`config.mk`:
```
export PLATFORM = sky130hd
export DESIGN_NAME = ysyx_22050019_mem_arbiter
export DESIGN_NICKNAME = d
export VERILOG_FILES = /design/src/rtl/ysyx_22050019_arb_pkg.sv /design/src/rtl/ysyx_22050019_rr_arb2.sv /design/src/rtl/ysyx_22050019_mem_arbiter.sv
export SDC_FILE = /design/constraint.sdc
export NUM_CORES = 1
export LEC_CHECK = 0
export BUFFER_PORTS_ARGS = -buffer_cell sky130_fd_sc_hd__buf_2
export CAP_MARGIN = 20
export CELL_PAD_IN_SITES_DETAIL_PLACEMENT = 0
export CELL_PAD_IN_SITES_GLOBAL_PLACEMENT = 2
export CORE_AREA = 2 2 212 214
export DETAILED_ROUTE_END_ITERATION = 6
export DIE_AREA = 0 0 214 216
export GPL_TIMING_DRIVEN = 0
export PLACE_DENSITY_LB_ADDON = 0.3
export RECOVER_POWER = 25
export SYNTH_ARGS = -nofsm -noshare
export SYNTH_HDL_FRONTEND = slang
export SYNTH_HIERARCHICAL = 1
export SYNTH_SLANG_ARGS = --single-unit
```
`constraint.sdc`:
```
create_clock -name clk -period 3.2 [get_ports clk]
set_input_delay 0.64 -clock clk [delete_from_list [all_inputs] [get_ports clk]]
set_output_delay 0.64 -clock clk [all_outputs]
set_load 0.05 [all_outputs]
```
`src/rtl/ysyx_22050019_arb_pkg.sv`:
```
// ---------------------------------------------------------------------------
// ysyx_22050019_arb_pkg
// Shared definitions for the IFU/LSU memory arbiter:
//   arb_state_e : request/response FSM encoding
//   OWN_IFU/LSU : owner / last-grant encoding (also the index into req/gnt)
// ---------------------------------------------------------------------------
package ysyx_22050019_arb_pkg;

    typedef enum logic [1:0] {
        IDLE = 2'd0,
        REQ  = 2'd1,
        WAIT = 2'd2,
        RESP = 2'd3
    } arb_state_e;

    localparam logic OWN_IFU = 1'b0;
    localparam logic OWN_LSU = 1'b1;

endpackage

```
`src/rtl/ysyx_22050019_rr_arb2.sv`:
```
// ---------------------------------------------------------------------------
// ysyx_22050019_rr_arb2
// Combinational two-way round-robin arbiter.
//   req[1:0] : request bits, index 0 = IFU, index 1 = LSU
//   last     : owner granted last time (OWN_IFU / OWN_LSU)
//   gnt[1:0] : one-hot grant, all-zero when nobody requests
// ---------------------------------------------------------------------------
module ysyx_22050019_rr_arb2
    import ysyx_22050019_arb_pkg::*;
(
    input  logic [1:0] req,
    input  logic       last,
    output logic [1:0] gnt
);

    always_comb begin
        gnt = 2'b00;
        case (req)
            2'b01:   gnt = 2'b01;
            2'b10:   gnt = 2'b10;
            // On a tie the requester that did not win last time goes first.
            2'b11:   gnt = (last == OWN_LSU) ? 2'b01 : 2'b10;
            default: gnt = 2'b00;
        endcase
    end

endmodule

```
`src/rtl/ysyx_22050019_mem_arbiter.sv`:
```
// ---------------------------------------------------------------------------
// ysyx_22050019_mem_arbiter
// Shares the single data-memory port between the IFU and the LSU, one
// outstanding transaction at a time (IDLE -> REQ -> WAIT -> RESP).
//
// Ports:
//   clk, rst_n                 : clock, asynchronous active-low reset
//   ifu_req_*/ifu_addr         : IFU read request (valid/ready)
//   ifu_rsp_*/ifu_rdata        : IFU read response (valid/ready)
//   lsu_req_*/lsu_addr/we/...  : LSU load/store request (valid/ready)
//   lsu_rsp_*/lsu_rdata        : LSU load data or store ack (0 for stores)
//   mem_req_*/mem_addr/...     : latched request towards memory
//   mem_rsp_*/mem_rdata        : memory response
// ---------------------------------------------------------------------------
module ysyx_22050019_mem_arbiter
    import ysyx_22050019_arb_pkg::*;
#(
    parameter int ADDR_W = 64,
    parameter int DATA_W = 64
) (
    input  logic                clk,
    input  logic                rst_n,

    input  logic                ifu_req_valid,
    output logic                ifu_req_ready,
    input  logic [ADDR_W-1:0]   ifu_addr,
    output logic                ifu_rsp_valid,
    input  logic                ifu_rsp_ready,
    output logic [DATA_W-1:0]   ifu_rdata,

    input  logic                lsu_req_valid,
    output logic                lsu_req_ready,
    input  logic [ADDR_W-1:0]   lsu_addr,
    input  logic                lsu_we,
    input  logic [DATA_W-1:0]   lsu_wdata,
    input  logic [DATA_W/8-1:0] lsu_wmask,
    output logic                lsu_rsp_valid,
    input  logic                lsu_rsp_ready,
    output logic [DATA_W-1:0]   lsu_rdata,

    output logic                mem_req_valid,
    input  logic                mem_req_ready,
    output logic [ADDR_W-1:0]   mem_addr,
    output logic                mem_we,
    output logic [DATA_W-1:0]   mem_wdata,
    output logic [DATA_W/8-1:0] mem_wmask,
    input  logic                mem_rsp_valid,
    output logic                mem_rsp_ready,
    input  logic [DATA_W-1:0]   mem_rdata
);

    localparam int MASK_W = DATA_W / 8;

    arb_state_e          state_q, state_d;
    logic                owner_q;
    logic                last_grant_q;
    logic [ADDR_W-1:0]   addr_q;
    logic                we_q;
    logic [DATA_W-1:0]   wdata_q;
    logic [MASK_W-1:0]   wmask_q;
    logic [DATA_W-1:0]   rdata_q;

    logic [1:0]          gnt;
    logic                grant_en;
    logic                win_lsu;
    logic                owner_rsp_ready;

    ysyx_22050019_rr_arb2 u_rr_arb2 (
        .req  ({lsu_req_valid, ifu_req_valid}),
        .last (last_grant_q),
        .gnt  (gnt)
    );

    // Grants are only honoured in IDLE, so a RESP handshake and a new grant
    // can never share a cycle.
    assign grant_en        = (state_q == IDLE) && (gnt != 2'b00);
    assign win_lsu         = gnt[1];
    assign owner_rsp_ready = (owner_q == OWN_LSU) ? lsu_rsp_ready : ifu_rsp_ready;

    always_ff @(posedge clk or negedge rst_n) begin
        if (!rst_n) begin
            state_q <= IDLE;
        end else begin
            state_q <= state_d;
        end
    end

    always_comb begin
        state_d       = state_q;
        ifu_req_ready = 1'b0;
        lsu_req_ready = 1'b0;
        mem_req_valid = 1'b0;
        mem_rsp_ready = 1'b0;
        ifu_rsp_valid = 1'b0;
        lsu_rsp_valid = 1'b0;
        case (state_q)
            IDLE: begin
                ifu_req_ready = gnt[0];
                lsu_req_ready = gnt[1];
                if (grant_en) begin
                    state_d = REQ;
                end
            end
            REQ: begin
                mem_req_valid = 1'b1;
                if (mem_req_ready) begin
                    state_d = WAIT;
                end
            end
            WAIT: begin
                mem_rsp_ready = 1'b1;
                if (mem_rsp_valid) begin
                    state_d = RESP;
                end
            end
            RESP: begin
                ifu_rsp_valid = (owner_q == OWN_IFU);
                lsu_rsp_valid = (owner_q == OWN_LSU);
                if (owner_rsp_ready) begin
                    state_d = IDLE;
                end
            end
            default: state_d = IDLE;
        endcase
    end

    // Payload, owner and round-robin history are captured on the grant.
    // Reset clears them so every address/data output reads 0 after reset.
    always_ff @(posedge clk or negedge rst_n) begin
        if (!rst_n) begin
            owner_q      <= OWN_IFU;
            last_grant_q <= OWN_IFU;
            addr_q       <= '0;
            we_q         <= 1'b0;
            wdata_q      <= '0;
            wmask_q      <= '0;
        end else if (grant_en) begin
            owner_q      <= win_lsu ? OWN_LSU : OWN_IFU;
            last_grant_q <= win_lsu ? OWN_LSU : OWN_IFU;
            if (win_lsu) begin
                addr_q  <= lsu_addr;
                we_q    <= lsu_we;
                wdata_q <= lsu_wdata;
                wmask_q <= lsu_wmask;
            end else begin
                addr_q  <= ifu_addr;
                we_q    <= 1'b0;
                wdata_q <= '0;
                wmask_q <= '0;
            end
        end
    end

    // Store acknowledges carry zero data rather than whatever memory returns.
    always_ff @(posedge clk or negedge rst_n) begin
        if (!rst_n) begin
            rdata_q <= '0;
        end else if ((state_q == WAIT) && mem_rsp_valid) begin
            rdata_q <= ((owner_q == OWN_LSU) && we_q) ? '0 : mem_rdata;
        end
    end

    assign mem_addr  = addr_q;
    assign mem_we    = we_q;
    assign mem_wdata = wdata_q;
    assign mem_wmask = wmask_q;
    assign ifu_rdata = rdata_q;
    assign lsu_rdata = rdata_q;

endmodule

```
# Yosys cells after proc, flatten, opt, wreduce, memory -nomap -nowiden

Index checks and enable logic that the tools add are counted.

$add $sub $neg: 0
Multiply operators: 0
Divide/modulo/power cells: 0
Order comparisons: 0
Eq/ne operators: 10
Shift-type cells: 0
Mux-type cells: 20
Bitwise gates (word level): 1
Reductions and logical operators: 6

Operator list:

| operator           | count |
|---|---|
| $mux 64            | 3 |
| $mux 2             | 5 |
| $mux 1             | 9 |
| $eq 2x2->1 const B | 4 |
| $mux 8             | 1 |
| $ne 2x2->1 const B | 4 |
| $pmux 2 s4         | 1 |
| $pmux 2 s3         | 1 |
| $eq 2x1->1 const B | 2 |
| $reduce_and 4->1   | 1 |
| $logic_and 1x1->1  | 3 |
| $logic_not 2->1    | 1 |
| $reduce_bool 2->1  | 1 |
| $not 1->1          | 1 |

Flip-flop bits (word level): 204
Bits in latches: 0
Memory bits (writable): 0
ROM bits: 0
Bits of input ports: 273
Memories: 0

# Logic depth before layout (Yosys ltp)

Depth in word-level cells: 6
Mapped depth: 8

# Modules after synthesis

Netlist, hierarchy kept.

Modules (own cells, without submodules):

| module                    | instances | cells an instance | area an instance (µm²) |
|---|---|---|---|
| ysyx_22050019_mem_arbiter | 1         | 671               | 8395.6 |
| ysyx_22050019_rr_arb2     | 1         | 3                 | 18.8 |

# Worst setup path after synthesis

Ideal clock, no wire load.

Kind: input-to-output
Start: in lsu_req_valid
End: out lsu_req_ready
Arrival time: 1732 ps
Slack: 828 ps
Stages on the path: 3
Path buffers: 1
Cells stage by stage: a21boi_0 -> and2_1 -> clkbuf_1

Longest elaborated chain between the ends: 3
Elaborated cells on any way between the ends: 5
Classes of those cells: eq/ne (3); mux (2)

RTL lines:

| item                                     | line                            | source |
|---|---|---|
| start: declaration                       | ysyx_22050019_mem_arbiter.sv:31 | `input logic lsu_req_valid,` |
| $eq 2x2->1 or $eq 2x1->1 (tied branches) | ysyx_22050019_rr_arb2.sv:18     | `case (req)` |
| $pmux 2 s3 *                             | ysyx_22050019_rr_arb2.sv:18     |  |
| $mux 1 *                                 | ysyx_22050019_mem_arbiter.sv:96 | `case (state_q)` |
| end: declaration                         | ysyx_22050019_mem_arbiter.sv:32 | `output logic lsu_req_ready,` |

Mark *: on every way between the ends. The rest lies on a longest branch, timed or not.

# Worst setup path after layout

Start: reg last_grant_q
End: out lsu_req_ready

Longest elaborated chain between the ends: 3

RTL lines:

| item                     | line                             | source |
|---|---|---|
| start: declaration       | ysyx_22050019_mem_arbiter.sv:56  | `logic last_grant_q;` |
| start signal: assignment | ysyx_22050019_mem_arbiter.sv:139 | `last_grant_q <= win_lsu ? OWN_LSU : OWN_IFU;` |
| $mux 2                   | ysyx_22050019_rr_arb2.sv:22      | `2'b11: gnt = (last == OWN_LSU) ? 2'b01 : 2'b10;` |
| $pmux 2 s3               | ysyx_22050019_rr_arb2.sv:18      |  |
| named net gnt[1]         | ysyx_22050019_mem_arbiter.sv:63  | `logic [1:0] gnt;` |
| $mux 1                   | ysyx_22050019_mem_arbiter.sv:96  |  |

The timed path passes the listed nets, and every way through them passes these cells.

==> results.toml <==
[run_status]
outcome = "complete, but fails checks"
violations = "capacitance limit, slew limit"

[route]
wire_per_inst_um = 18.1
num_vias = 7381
drtPass1Iterations = 4
viasPerCell = 3.99
antenna_left = 0
drtIter0Drc = 410
drcViolationCount = 0
wl_mm = 33.5

[final_layout]
layout.area.seq_mm2 = 0.00510
syn_to_final_growth_pct = 51.2
final_nets = 1523
antenna_cells = 0
finish.utilization_pct = 29.0
multi_input_area_mm2 = 0.00259
drive_above_1_share_pct = 53.7
n_fill_cell = 4600
stdcell_count = 1852

[sta]
hold_slack_ns = 0.333
worst_slew_pin_slew_ns = 2.75
period_minus_slack_ns = 2.97
drv_slew = 101
rsz0062_at_grt = "false"
relSlewSlack_pct = -83.6
finalCritPeriodShare_pct = 92.7
hold_viol = 0
setup_viol = 0
finalClockSkew_ns = 0.00849
max_freq_mhz = 337

[yosys]
syn_inst = 674
synth_area_per_cell_um2 = 12.5
synth_area_leader_cell = "dfrtp_1"
ys_seq_elements = 204
synthTopCellsByArea = "dfrtp_1 (61%), a22o_1 (14%), mux2i_1 (7.9%)"
yosysTopAreaCellShare_pct = 60.7
synth_area_mm2 = 0.00841
synth_nets = 952
ys_types = 21
dominantRegCellSynth = "dfrtp_1"
ys_async_sr_fraction_pct = 100
yosysMostFrequentCell = "dfrtp_1"
synth_seq_area_share_pct = 60.7
synth_edf_count = 0
synthTopCellsByCount = "dfrtp_1 (204), a22o_1 (137), mux2i_1 (66), nand2_1 (66), o21ai_0 (65)"
synth_warnings = 6

[placed_design]
hpwl_mm = 26.3
dpl.cell_count = 1810
port_buffers = 543
place.gp.congestion = 0.772

[clock_network]
htreeDepth = 1
clock-sinks = 204
insertion_delay_ns = 0.52
clockBufferDepth = 3
cts.clk_slew.worst_paths_ns = 0.06
cts_tree = "yes"
cts_inserted_buffers = 25
post_cts_buffers = 0
cts-root-buf = "clkbuf_16"
postCtsHoldBufs = 0

[critical_path]
cp_slowest_stage_delay_ns = 0.48
worstPathRequired_ns = 2.56
cp.arrival_ns = 2.33
cp_cell_sequence = "a21boi_1 -> and2_1 -> clkbuf_2 -> buf_2"
path_class = "reg2out"
cp_slowest_cell = "dfrtp_1"
worstReg2RegStart = "last_grant_q"
regToRegSetupSlack_ns = 0.59
startpoint = "last_grant_q"
critPathMaxFanout = 10
startpoint_type = "register"
endpoint_kind = "output pin"

[global_route]
met3_usage_pct = 4.19
overflow = 0
grt_first_pass_wirelength_mm = 49.8
grt_max_degree = 105
grt_use_met1_pct = 16.6
antenna_found_initial = 1
top_usage_layer = "met2"
grt_pass1_vias = 7738
grtUsageMet2_pct = 25.1
grt.total_usage_pct = 14.1

[worst_hold_path]
hp-start = "mem_rdata[27]"
hold_class = "in2reg"

[floorplan]
start_util_pct = 19.2
ios = 544
fp.dieW_um = 214
core_area_mm2 = 0.0438
die_h_um = 216
rows = 77
die_area_mm2 = 0.0462

[flow_run]
cap_viol_max_count = 1
[worst max-delay path, delay by kind of cell (launching register included)]
family,cells,cell delay (ns)
buffers and inverters,2,0.72
DFF,1,0.48
AOI/OAI and AO/OA,1,0.31
and+or+nand+nor,1,0.29
[logic make-up after synthesis]
kind of cell | Yosys count | share of synthesized area, %
AND/OR/NAND/NOR | 73 | 3.45
multiplexers | 67 | 7.99
flip-flops | 204 | 60.7
AO/OA/AOI/OAI | 207 | 18.6
adder cells (fa/ha/maj) | 5 | 0.743
buffers and inverters | 118 | 8.52
[cell usage in the layout (no fill, tap or decap)]
cell type    n
o21ai_0     65
mux2_2       1
a21boi_1     2
dfrtp_1    204
nor2b_1      3
a22o_1     137
buf_16       1
a21o_1       1
mux2i_1     66
a21oi_1      1
buf_2      569
clkbuf_8     7
clkbuf_1    23
inv_1        4
bufinv_16    2
clkbuf_2     2
nor2_1       1
a2111oi_2    1
nor3b_1      1
and2_1       2
clkinv_2     4
buf_1        3
buf_4       64
ha_1         5
nand2_1     66
clkbuf_16   25
[per-layer routing]
layer  wire length, um  vias to the layer above
met1             13400                     3526
met3              2550                       33
li1                  -                     3500
met4               573                        2
met5                 7                        -
met2             17000                      320
[through the flow]
stage	instance area, um2	setup TNS, ns	setup WS [ns]
2_1_floorplan	8410	0	0.828
3_3_place_gp	11900	-477.76	-2.37
3_5_place_dp	11900	0	0.0667
4_1_cts	12700	0	0.0550
5_1_grt	12700	0	0.0650
6_report	12700	0	0.234
[flip-flops by register name, indices dropped and copies added (netlist names)]
register,flops
mem_we,1
ifu_rdata,64
mem_addr,64
mem_wdata,64
mem_wmask,8
state_q,2
last_grant_q,1
[cell type report]
class / instances / share of cell area, %
buffer: 114 / 5.53
clock buffer: 36 / 5.79
clock inverter: 6 / 0.630
inverter: 4 / 0.118
multi-input combinational: 352 / 20.4
sequential: 204 / 40.1
tap: 592 / 5.82
timing repair buffer: 544 / 21.6
[final timing paths]
check                                endpoint  depth (start not counted)
worst max-delay path            lsu_req_ready                          4
worst min-delay path            ifu_rdata[27]                          2
worst max register to register   mem_addr[13]                          7
worst min register to register    mem_addr[8]                          2
max in group asynchronous       mem_wdata[30]                          1
min in group asynchronous       ifu_rdata[41]                          1
[repair_timing]
item                                    CTS  global route
pin swaps                                 0             0
resized for setup                         1             1
endpoints found under the setup margin    1             1
hold endpoints to repair                  0             0
Power is not shown: default switching activity piles up to over one toggle a cycle in this logic, so the estimate is an artifact.
